===== config.mk =====
export PLATFORM = sky130hd
export DESIGN_NAME = ps2_scan_controller
export DESIGN_NICKNAME = d
export VERILOG_FILES = /design/src/rtl/ps2_scan_controller.sv
export SDC_FILE = /design/constraint.sdc
export NUM_CORES = 1
export LEC_CHECK = 0
export CAP_MARGIN = 30
export CELL_PAD_IN_SITES_DETAIL_PLACEMENT = 0
export CELL_PAD_IN_SITES_GLOBAL_PLACEMENT = 1
export CORE_MARGIN = 3
export CORE_UTILIZATION = 48
export DETAILED_ROUTE_END_ITERATION = 6
export MAX_ROUTING_LAYER = met4
export PLACE_DENSITY_LB_ADDON = 0.1
export SETUP_SLACK_MARGIN = 0.1
export SYNTH_ARGS = -nofsm -noshare
export SYNTH_HDL_FRONTEND = slang
export SYNTH_SLANG_ARGS = --single-unit

===== constraint.sdc =====
create_clock -name clk -period 2.2 [get_ports clk]
set_input_delay 0.55 -clock clk [delete_from_list [all_inputs] [get_ports clk]]
set_output_delay 0.55 -clock clk [all_outputs]
set_load 0.02 [all_outputs]

===== src/rtl/ps2_scan_controller.sv =====
// PS/2 Set-2 scan code sequencer: turns the raw receiver byte stream into key events.
// It also tracks the shift/ctrl modifiers and queues events in a first-word-fall-through FIFO.
module ps2_scan_controller #(
  parameter int FIFO_DEPTH     = 4,
  parameter int TIMEOUT_CYCLES = 1000000,
  parameter int TO_W           = 20
) (
  input  logic       clk,
  input  logic       rst_n,
  input  logic [7:0] scan_code,
  input  logic       scan_valid,
  output logic [7:0] evt_code,
  output logic       evt_ext,
  output logic       evt_break,
  output logic       evt_valid,
  input  logic       evt_ready,
  output logic       shift_held,
  output logic       ctrl_held,
  output logic       seq_err,
  output logic       overflow,
  input  logic       clr_overflow
);

  localparam int ADDR_W = (FIFO_DEPTH > 1) ? $clog2(FIFO_DEPTH) : 1;
  localparam int PTR_W  = ADDR_W + 1;
  localparam logic [TO_W-1:0]  TO_LIMIT = TO_W'(TIMEOUT_CYCLES - 1);
  localparam logic [PTR_W-1:0] PTR_ONE  = PTR_W'(1);
  localparam logic [PTR_W-1:0] FULL_XOR = PTR_W'(1) << ADDR_W;

  localparam logic [7:0] PFX_EXT = 8'hE0;
  localparam logic [7:0] PFX_BRK = 8'hF0;

  typedef enum logic [1:0] {IDLE, E0, F0, E0F0} state_t;

  state_t           state, next_state;
  logic [TO_W-1:0]  to_cnt;
  logic             emit, emit_ext, emit_brk, err;
  logic             housekeeping;

  logic             lshift, rshift, lctrl, rctrl;

  logic [9:0]       mem [FIFO_DEPTH];
  logic [PTR_W-1:0] wr_ptr, rd_ptr;
  logic             empty, full, pop, push, drop;

  // Keyboard self-test / ack / resend bytes never form key events.
  always_comb begin
    housekeeping = 1'b0;
    case (scan_code)
      8'h00, 8'hAA, 8'hEE, 8'hFA, 8'hFE, 8'hFF: housekeeping = 1'b1;
      default:                                  housekeeping = 1'b0;
    endcase
  end

  always_comb begin
    next_state = state;
    emit       = 1'b0;
    emit_ext   = 1'b0;
    emit_brk   = 1'b0;
    err        = 1'b0;
    if (scan_valid) begin
      case (state)
        IDLE: begin
          if (scan_code == PFX_EXT)      next_state = E0;
          else if (scan_code == PFX_BRK) next_state = F0;
          else if (!housekeeping)        emit = 1'b1;
        end
        E0: begin
          if (scan_code == PFX_BRK) next_state = E0F0;
          else if (scan_code != PFX_EXT) begin
            emit       = 1'b1;
            emit_ext   = 1'b1;
            next_state = IDLE;
          end
        end
        F0: begin
          next_state = IDLE;
          if (scan_code == PFX_EXT || scan_code == PFX_BRK) err = 1'b1;
          else begin
            emit     = 1'b1;
            emit_brk = 1'b1;
          end
        end
        default: begin
          next_state = IDLE;
          if (scan_code == PFX_EXT || scan_code == PFX_BRK) err = 1'b1;
          else begin
            emit     = 1'b1;
            emit_ext = 1'b1;
            emit_brk = 1'b1;
          end
        end
      endcase
    end else if (state != IDLE && to_cnt == TO_LIMIT) begin
      next_state = IDLE;
      err        = 1'b1;
    end
  end

  always_ff @(posedge clk or negedge rst_n) begin
    if (!rst_n) begin
      state   <= IDLE;
      to_cnt  <= '0;
      seq_err <= 1'b0;
    end else begin
      state   <= next_state;
      seq_err <= err;
      if (scan_valid || next_state == IDLE || state == IDLE) to_cnt <= '0;
      else                                                   to_cnt <= to_cnt + TO_W'(1);
    end
  end

  // Modifiers follow every parsed event, even ones the FIFO has to drop.
  always_ff @(posedge clk or negedge rst_n) begin
    if (!rst_n) begin
      lshift <= 1'b0;
      rshift <= 1'b0;
      lctrl  <= 1'b0;
      rctrl  <= 1'b0;
    end else if (emit) begin
      if (scan_code == 8'h12) lshift <= !emit_brk;
      if (scan_code == 8'h59) rshift <= !emit_brk;
      if (scan_code == 8'h14) begin
        if (emit_ext) rctrl <= !emit_brk;
        else          lctrl <= !emit_brk;
      end
    end
  end

  assign shift_held = lshift | rshift;
  assign ctrl_held  = lctrl | rctrl;

  assign empty = (wr_ptr == rd_ptr);
  assign full  = ((wr_ptr ^ rd_ptr) == FULL_XOR);
  assign pop   = !empty && evt_ready;
  assign push  = emit && (!full || pop);
  assign drop  = emit && full && !pop;

  // A full FIFO still accepts a write when the head is popped in the same cycle.
  always_ff @(posedge clk or negedge rst_n) begin
    if (!rst_n) begin
      wr_ptr   <= '0;
      rd_ptr   <= '0;
      overflow <= 1'b0;
      for (int i = 0; i < FIFO_DEPTH; i++) mem[i] <= '0;
    end else begin
      if (push) begin
        mem[wr_ptr[ADDR_W-1:0]] <= {emit_ext, emit_brk, scan_code};
        wr_ptr <= wr_ptr + PTR_ONE;
      end
      if (pop) rd_ptr <= rd_ptr + PTR_ONE;
      if (drop)              overflow <= 1'b1;
      else if (clr_overflow) overflow <= 1'b0;
    end
  end

  assign evt_valid = !empty;
  assign evt_ext   = mem[rd_ptr[ADDR_W-1:0]][9];
  assign evt_break = mem[rd_ptr[ADDR_W-1:0]][8];
  assign evt_code  = mem[rd_ptr[ADDR_W-1:0]][7:0];

endmodule

==> qor.yml, run 1 <==
status:
  status: "finished clean"
yosys:
  synthFlopType: "dfrtp_1"
  yosys_register_bits: 74
  synth_nets: 307
  syn_area_sq_um: 3720
  synth_cells: 288
  yosysUniqueCellTypes: 45
  synth_edf_count: 0
  syn_area_per_cell_sq_um: 12.9
  yosysSeqAreaShare_pct: 49.8
  async_flop_share_pct: 100
  yosys_warnings: 0
route:
  wl_per_cell_um: 17.6
  post-route-drc-count: 0
  drt_wl_total_um: 8100
  num_vias: 2477
  viasPerCell: 5.40
  first_pass_iters: 4
  antenna_left: 0
  drt_iter0_markers: 130
clocking:
  cts.sinks: 74
  htreeDepth: 3
  cts_tree: "yes"
  root_buffer: "clkbuf_8"
  cts.clk_slew.worst_paths_ns: 0.08
  clock_path_buffers: 2
  numCtsBuffers: 9
  hold_buffers: 0
  insertion_delay_ns: 0.34
pwr:
  intPower_mw: 3.71
  irDropWorstVdd_v: 0.000680
  powerDensity_nw_per_um2: 1170
  seq_power_share_pct: 35.8
  pwr-share-clk_pct: 18.7
  switching_power_mw: 1.80
  pwr-share-comb_pct: 45.4
  switching_share_pct: 32.6
  p_leak_nw: 2.06
global_route:
  grtUsageTotal_pct: 21.5
  grt_pass1_vias: 2651
  grt_pass1_wl_um: 13800
  antenna_found_initial: 0
  gr-total-overflow: 0
  grt_max_degree: 46
critical_path:
  worstSetupPathType: "reg -> out"
  crit_arrival_ns: 1.59
  cp-end-kind: "output pin"
  timing.rr.start: "rd_ptr[0]"
  crit_path_start_kind: "register"
  endpoint: "evt_code[4]"
  startpoint: "rd_ptr[0]"
  reg2reg_depth: 10
  crit_fanout: 6
  r2r_slack_ns: 0.21
  r2r-end: "rd_ptr[1]"
  critPathRequiredTime_ns: 1.65
timing:
  worst-slew-pin-transition_ns: 0.406
  min_period_ns: 2.14
  max_slew_margin_pct: 72.7
  fin_setup_tns_ns: 0
  finalCritPeriodShare_pct: 97.2
  max_clock_freq_mhz: 468
  finalSetupViolCount: 0
  hold_ws_ns: 0.125
  skew_ns: 0.00722
  finalHoldViolations: 0
  rsz0062_at_grt: "yes"
  slew_viol_final: 0
final_layout:
  n_antenna_cell: 0
  area_growth_pct: 26.8
  fillCellCount: 589
  nets: 375
  layout.cells.non_filler: 459
  final_layout_size_suffix_gt1_share_pct: 39.7
floorplanning:
  chipHeight_um: 94.0
  num_rows: 31
  die_x_um: 94.0
  start_util_pct: 50.5
  core_area_sq_um: 7370
  io_pins: 28
  die_area_sq_um: 8840
place:
  gp_congestion: 0.791
  dp_hpwl_um: 5360
  port_buffers: 27
  numPlacedInstances: 433
min_path:
  hp-class: "in -> async"
job:
  cap_viol_max_count: 0
-- placed cells by master, fill, tap and decap left out, types with 7 or more instances in the layout --
cell type      count
buf_12             7
buf_4             33
buf_6             13
clkbuf_8          10
dfrtp_1           73
dlygate4sd2_1      8
inv_1              8
mux2_2            23
mux2_4            16
mux4_2            10
nand2_1           12
nand3_1           12
nand4_4            7
nor2_1            30
xnor2_1           14
xor2_1            11
-- how the worst min path moves through the flow --
stage	end	cells after the start	startpoint
3_3_place_gp	mem[32]	1	mem[32]
3_5_place_dp	mem[12]	1	mem[12]
2_1_floorplan	lctrl	0	rst_n
4_1_cts	to_cnt[17]	1	rst_n
5_1_grt	to_cnt[17]	1	rst_n
6_report	to_cnt[17]	1	rst_n
-- power by group through the flow --
| stage | combinational (mW) | clock [mW] | sequential, mW |
|---|---|---|---|
| final | 2.50 | 1.03 | 1.98 |
| after global placement | 2.12 | 0 | 1.97 |
| after floorplan | 1.41 | 0 | 1.92 |
| after CTS | 2.56 | 1.06 | 1.97 |
| after global routing | 2.68 | 1.13 | 2.02 |
| after detailed placement | 2.16 | 0 | 1.99 |
-- through the flow --
stage / area (sq um) / total power [mW] / setup slack, ns / utilization (%)
after global routing: 4720 / 5.84 / 0.0120 / 64.0
after global placement: 4310 / 4.10 / -0.514 / 58.5
after CTS: 4700 / 5.59 / -0.0294 / 63.8
after floorplan: 3720 / 3.34 / 0.0720 / -
after detailed placement: 4310 / 4.14 / -0.550 / 58.5
final: 4720 / 5.51 / 0.0610 / 64.0
-- worst max-delay path, cell delays in order (launching register included) --
cell	delay [ns]
dfrtp_2	0.42
buf_12	0.15
mux4_2	0.53
buf_6	0.15
-- synthesized netlist by cell type, types with 6 or more instances --
cell / count / area share, %
nand3_1: 12 / 1.6
nand2_1: 13 / 1.3
inv_1: 8 / 0.81
xor2_1: 11 / 2.6
mux2_4: 10 / 4.0
nand4_1: 6 / 1.0
xnor2_1: 14 / 3.3
dfrtp_1: 74 / 50
mux2_2: 29 / 8.8
ha_1: 6 / 2.0
mux4_2: 10 / 6.1
nor2_1: 31 / 3.1
-- logic make-up (layout without fill, tap and decap cells) --
family | Yosys count | in the layout | share of synthesized area (%)
adder cells (fa/ha/maj) | 6 | 6 | 2.02
AND/OR/NAND/NOR | 92 | 95 | 14.7
AO/OA/AOI/OAI | 15 | 15 | 3.06
XOR/XNOR | 25 | 25 | 5.88
flip-flops | 74 | 74 | 49.8
multiplexers | 54 | 54 | 20.4
buffers and inverters | 22 | 91 | 4.20
-- area by class of cell --
cell class	count	area (sq um)	share of cell area, %
flip-flops and latches	74	1850	39.3
multi-input cells	195	1840	39.1
repair buffers	68	674	14.3
clock inverters	5	55.1	1.17
well taps	99	124	2.63
clock buffers	10	138	2.92
inverters	8	30.0	0.636
-- metal layers --
metal,vias up,GRT usage [%],part of all wire (%)
met4,0,6.38,1.5
li1,1178,-,-
met3,9,4.49,2.5
met2,36,33.2,48
met1,1254,29.0,48
met5,-,-,0
-- sequential cells by signal (all words and copies together), names as in the netlist --
signal    cells
rshift        1
rctrl         1
rd_ptr        3
seq_err       1
wr_ptr        3
to_cnt       20
state         2
lctrl         1
mem          40
overflow      1
lshift        1
-- what timing repair did --
action,CTS,global route
gates resized for setup,91,9
gates cloned,4,0
endpoints found under the hold margin,0,0
pin swaps,9,4
endpoints found under the setup margin,57,60
buffers inserted,8,0
No activity file was read; power rests on OpenSTA's default activity.
==> inputs of run 2 (changes only) <==
Settings changed: CORE_UTILIZATION 48 to 52, DONT_BUFFER_PORTS set to 1.
==> run 2 against run 1 <==
Net effect:
- the flow now finishes with violations (negative hold slack)
- via count down 10%
- first-iteration DRC count decreased by 10%
- clock skew increased by 0.0024 ns
- count of clock-buffer cells in the layout grew 2
- critical endpoint unchanged
- die area fell by 7.2%
- fmax up 4.2%
- critical path type unchanged
- highest routed layer unchanged
- power fell by 12%
- clock power grew 18%
==> qor.yml, run 2 (same netlist as run 1, synthesis figures left out) <==
pwr:
  p_leak_nw: 1.74
  powerDensity_nw_per_um2: 1190
  irDropWorstVdd_v: 0.000695
clocking:
  numCtsBuffers: 9
  insertion_delay_ns: 0.34
  clock_path_buffers: 2
  cts.sinks: 74
  htreeDepth: 3
  cts_tree: "yes"
  root_buffer: "clkbuf_8"
  cts.clk_slew.worst_paths_ns: 0.08
timing:
  max_slew_margin_pct: 68.0
  worst-slew-pin-transition_ns: 0.476
  fin_ws_ns: 0.147
  rsz0062_at_grt: "yes"
  finalCritPeriodShare_pct: 93.3
  hold_ws_ns: -0.109
  min_period_ns: 2.05
  finalSetupViolCount: 0
  skew_ns: 0.00963
  slew_viol_final: 0
  finalHoldViolations: 74
  max_clock_freq_mhz: 487
route:
  wl_per_cell_um: 17.1
  antenna_left: 0
  post-route-drc-count: 0
  drt_iter0_markers: 117
  num_vias: 2218
  drt_wl_total_um: 6890
  viasPerCell: 5.52
  first_pass_iters: 4
floorplanning:
  die_x_um: 90.6
  die_area_sq_um: 8210
  chipHeight_um: 90.6
  num_rows: 30
  core_area_sq_um: 6870
  start_util_pct: 54.2
  io_pins: 28
final_layout:
  reg.largest.list: "mem (40), to_cnt (20)"
  most-common-layout-cells: "dfrtp_1, nor2_1, mux2_2"
  top_register: "mem"
  area_growth_pct: 9.95
  area.sequential_sq_um: 1850
  final_common_cell: "dfrtp_1"
  multi_input_area_sq_um: 1720
  nets: 320
  largest_reg_flops: 40
  utilization_pct: 59.6
  final_layout_size_suffix_gt1_share_pct: 32.0
  n_antenna_cell: 0
  fillCellCount: 577
critical_path:
  slowest_delay_ns: 0.59
  worstSetupPathType: "reg -> out"
  critPathRequiredTime_ns: 1.65
  crit_arrival_ns: 1.50
  crit_path_start_kind: "register"
  cp-end-kind: "output pin"
  r2r_slack_ns: 0.21
  slowest_stage: "mux4_2"
  crit_fanout: 5
  crit_chain: "buf_6 -> mux4_2"
place:
  dpl_worst_slack_ns: -0.0264
  port_buffers: 0
  dp_hpwl_um: 4610
  gp_congestion: 0.771
min_path:
  hp-class: "in -> async"
job:
  cap_viol_max_count: 0
global_route:
  grt_max_degree: 75
  grt-busiest-layer: "met1"
  gr-usage-met1_pct: 27.9
  antenna_found_initial: 0
  grtUsageTotal_pct: 19.1
  met3_usage_pct: 4.25
  grt_pass1_wl_um: 11900
  gr-total-overflow: 0
  met2_usage_pct: 25.6
  grt_pass1_vias: 2262
status:
  violations: "negative hold slack"
  status: "finished with violations"
## run 2: final cells by class
cell class,count,area share [%]
sequential,74,45.3
multi-input combinational,192,42.0
clock buffer,12,4.04
timing repair buffer,16,3.21
tap,96,2.94
clock inverter,4,1.77
inverter,8,0.734
## run 2: what timing repair did
action / 4_1_cts / 5_1_grt
cloned: 0 / 0
endpoints found under the hold margin: 74 / 74
buffers inserted: 1 / 0
endpoints found under the setup margin: 10 / 30
resized for setup: 2 / 3
## run 2: routing by layer
layer / part of all wire [%] / vias to the layer above
li1: - / 1062
met1: 50 / 1106
met2: 43 / 40
met3: 4.3 / 10
met4: 2.0 / 0
met5: 0 / -
## run 2: worst max-delay path: cells and delay by family (launching register included)
kind / cells / cell delay [ns]
buffers and inverters: 1 / 0.15
multiplexers: 1 / 0.59
flip-flops: 1 / 0.41
## run 2: final timing paths
check                             start     endpoint  cells past startpoint
max in group asynchronous         rst_n      mem[18]                      0
min reg2reg                   to_cnt[0]    to_cnt[0]                      1
max                           rd_ptr[0]  evt_code[4]                      2
min in group clk           clr_overflow     overflow                      1
max reg2reg                    state[1]       mem[0]                      5
min                               rst_n   to_cnt[16]                      0
## run 2: power breakdown
group | internal (mW) | switching (mW)
Clock | 0.730 | 0.493
Combinational | 0.867 | 0.793
Sequential | 1.74 | 0.227
Total | 3.34 | 1.51
## run 2: metrics by stage
stage	TNS [ns]	power (mW)	hold slack (ns)	cell area, sq um	instances
2_1_floorplan	0	3.34	0.254	3720	288
3_3_place_gp	0	3.60	0.257	3830	385
4_1_cts	0	4.90	-0.123	4080	402
5_1_grt	0	5.14	-0.128	4090	402
3_5_place_dp	-0.0868	3.63	0.257	3830	385
6_report	0	4.85	-0.109	4090	402
==> inputs of run 3 (changes only) <==
Settings changed: SKIP_CTS_REPAIR_TIMING set to 1.
==> run 3 against run 2 <==
Net effect:
- the run still ends with negative hold slack left
- highest routed layer unchanged
- clock power barely moved
- die area unchanged
- sequential share of layout area barely moved
- worst setup slack worse by 0.0076 ns
- non-clock buffer count did not move
- critical path type unchanged
- first-iteration DRC count decreased by 13%
- register-to-register slack about the same
- critical endpoint is now evt_code[0]
- final cell count unchanged
- critical path depth did not move
- worst hold slack is the same
- routed wire length about the same
==> qor.yml, run 3 (same netlist as run 1, synthesis figures left out) <==
final_layout:
  final_layout_size_suffix_gt1_share_pct: 32.0
  n_antenna_cell: 0
  nets: 320
  fin_area_sq_um: 4100
  area_growth_pct: 10.1
  final_common_cell: "dfrtp_1"
  largest_reg_flops: 40
  top_register: "mem"
  reg.largest.list: "mem (40), to_cnt (20)"
  most-common-layout-cells: "dfrtp_1, nor2_1, mux2_2"
  utilization_pct: 59.6
floorplanning:
  die_area_sq_um: 8210
  die_x_um: 90.6
  num_rows: 30
  start_util_pct: 54.2
  core_area_sq_um: 6870
  io_pins: 28
  chipHeight_um: 90.6
timing:
  fin_ws_ns: 0.140
  rsz0062_at_grt: "yes"
  hold_ws_ns: -0.109
  finalHoldViolations: 74
  finalSetupViolCount: 0
  worst-slew-pin-transition_ns: 0.476
  skew_ns: 0.00963
  min_period_ns: 2.06
  max_slew_margin_pct: 68.0
  finalCritPeriodShare_pct: 93.6
  slew_viol_final: 0
  max_clock_freq_mhz: 485
critical_path:
  slowest_stage: "mux4_2"
  slowest_delay_ns: 0.59
  reg2reg_depth: 5
  r2r_slack_ns: 0.21
  crit_fanout: 6
  crit_path_start_kind: "register"
  cp-end-kind: "output pin"
  r2r-end: "mem[0]"
  crit_arrival_ns: 1.51
  timing.rr.start: "state[1]"
  crit_chain: "buf_8 -> mux4_2"
  worstSetupPathType: "reg -> out"
  startpoint: "rd_ptr[0]"
  critPathRequiredTime_ns: 1.65
global_route:
  grt_pass1_wl_um: 11900
  grt_max_degree: 75
  antenna_found_initial: 0
  gr-total-overflow: 0
  grtUsageTotal_pct: 19.1
  grt_pass1_vias: 2256
route:
  drt_iter0_markers: 102
  first_pass_iters: 4
  wl_per_cell_um: 17.1
  drt_wl_total_um: 6890
  antenna_left: 0
  wl_met2_um: 3000
  viasPerCell: 5.52
  num_vias: 2220
  wl_met3_um: 294
  post-route-drc-count: 0
  drt-met1-wl_um: 3460
  top_layer_used: "met4"
place:
  gp_congestion: 0.771
  post_dp_cell_area_sq_um: 3830
  port_buffers: 0
  dp_hpwl_um: 4610
  dpl_worst_slack_ns: -0.0264
job:
  cap_viol_max_count: 0
clocking:
  clock_path_buffers: 2
  insertion_delay_ns: 0.34
  cts_tree: "yes"
  root_buffer: "clkbuf_8"
  htreeDepth: 3
  cts.sinks: 74
  cts.clk_slew.worst_paths_ns: 0.08
  numCtsBuffers: 9
status:
  status: "finished with violations"
  violations: "negative hold slack"
pwr:
  powerDensity_nw_per_um2: 1190
  total_power_mw: 4.86
  p_leak_nw: 1.74
  irDropWorstVdd_v: 0.000695
min_path:
  hp-class: "in -> async"
-- run 3: final cells by class --
type | count | area [sq um]
multi-input cells | 192 | 1720
clock buffers | 12 | 165
fillers | 580 | 2770
flip-flops and latches | 74 | 1850
well taps | 96 | 120
repair buffers | 16 | 135
inverters | 8 | 30.0
clock inverters | 4 | 72.6
-- run 3: worst max-delay path by stage --
stage,to,slack (ns),cells past startpoint
2_1_floorplan,mem[1],0.07,8
3_3_place_gp,mem[0],0.01,5
3_5_place_dp,mem[0],-0.03,5
4_1_cts,evt_code[1],0.06,2
5_1_grt,mem[0],0.06,5
6_report,evt_code[0],0.14,2
-- run 3: through the flow --
stage	setup TNS, ns	hold slack, ns	cells
3_3_place_gp	0	0.257	385
3_5_place_dp	-0.0868	0.257	385
6_report	0	-0.109	402
5_1_grt	0	-0.128	402
2_1_floorplan	0	0.254	288
4_1_cts	0	-0.123	401
-- run 3: where the power goes --
part | total, mW | switching (mW) | internal [mW] | leakage (nW)
Combinational | 1.67 | 0.796 | 0.874 | 0.672
Sequential | 1.97 | 0.229 | 1.74 | 0.950
Clock | 1.22 | 0.493 | 0.730 | 0.119
-- run 3: worst max-delay path: cells and delay by family, from the launching register on --
| kind | cells | cell delay (ns) |
|---|---|---|
| buffers and inverters | 1 | 0.15 |
| DFF | 1 | 0.42 |
| muxes | 1 | 0.59 |
-- run 3: layer usage --
metal  GRT usage, %  up-vias
met2           25.6       40
met5              -        -
li1               -     1062
met1           27.9     1108
met4           8.42        0
met3           4.25       10
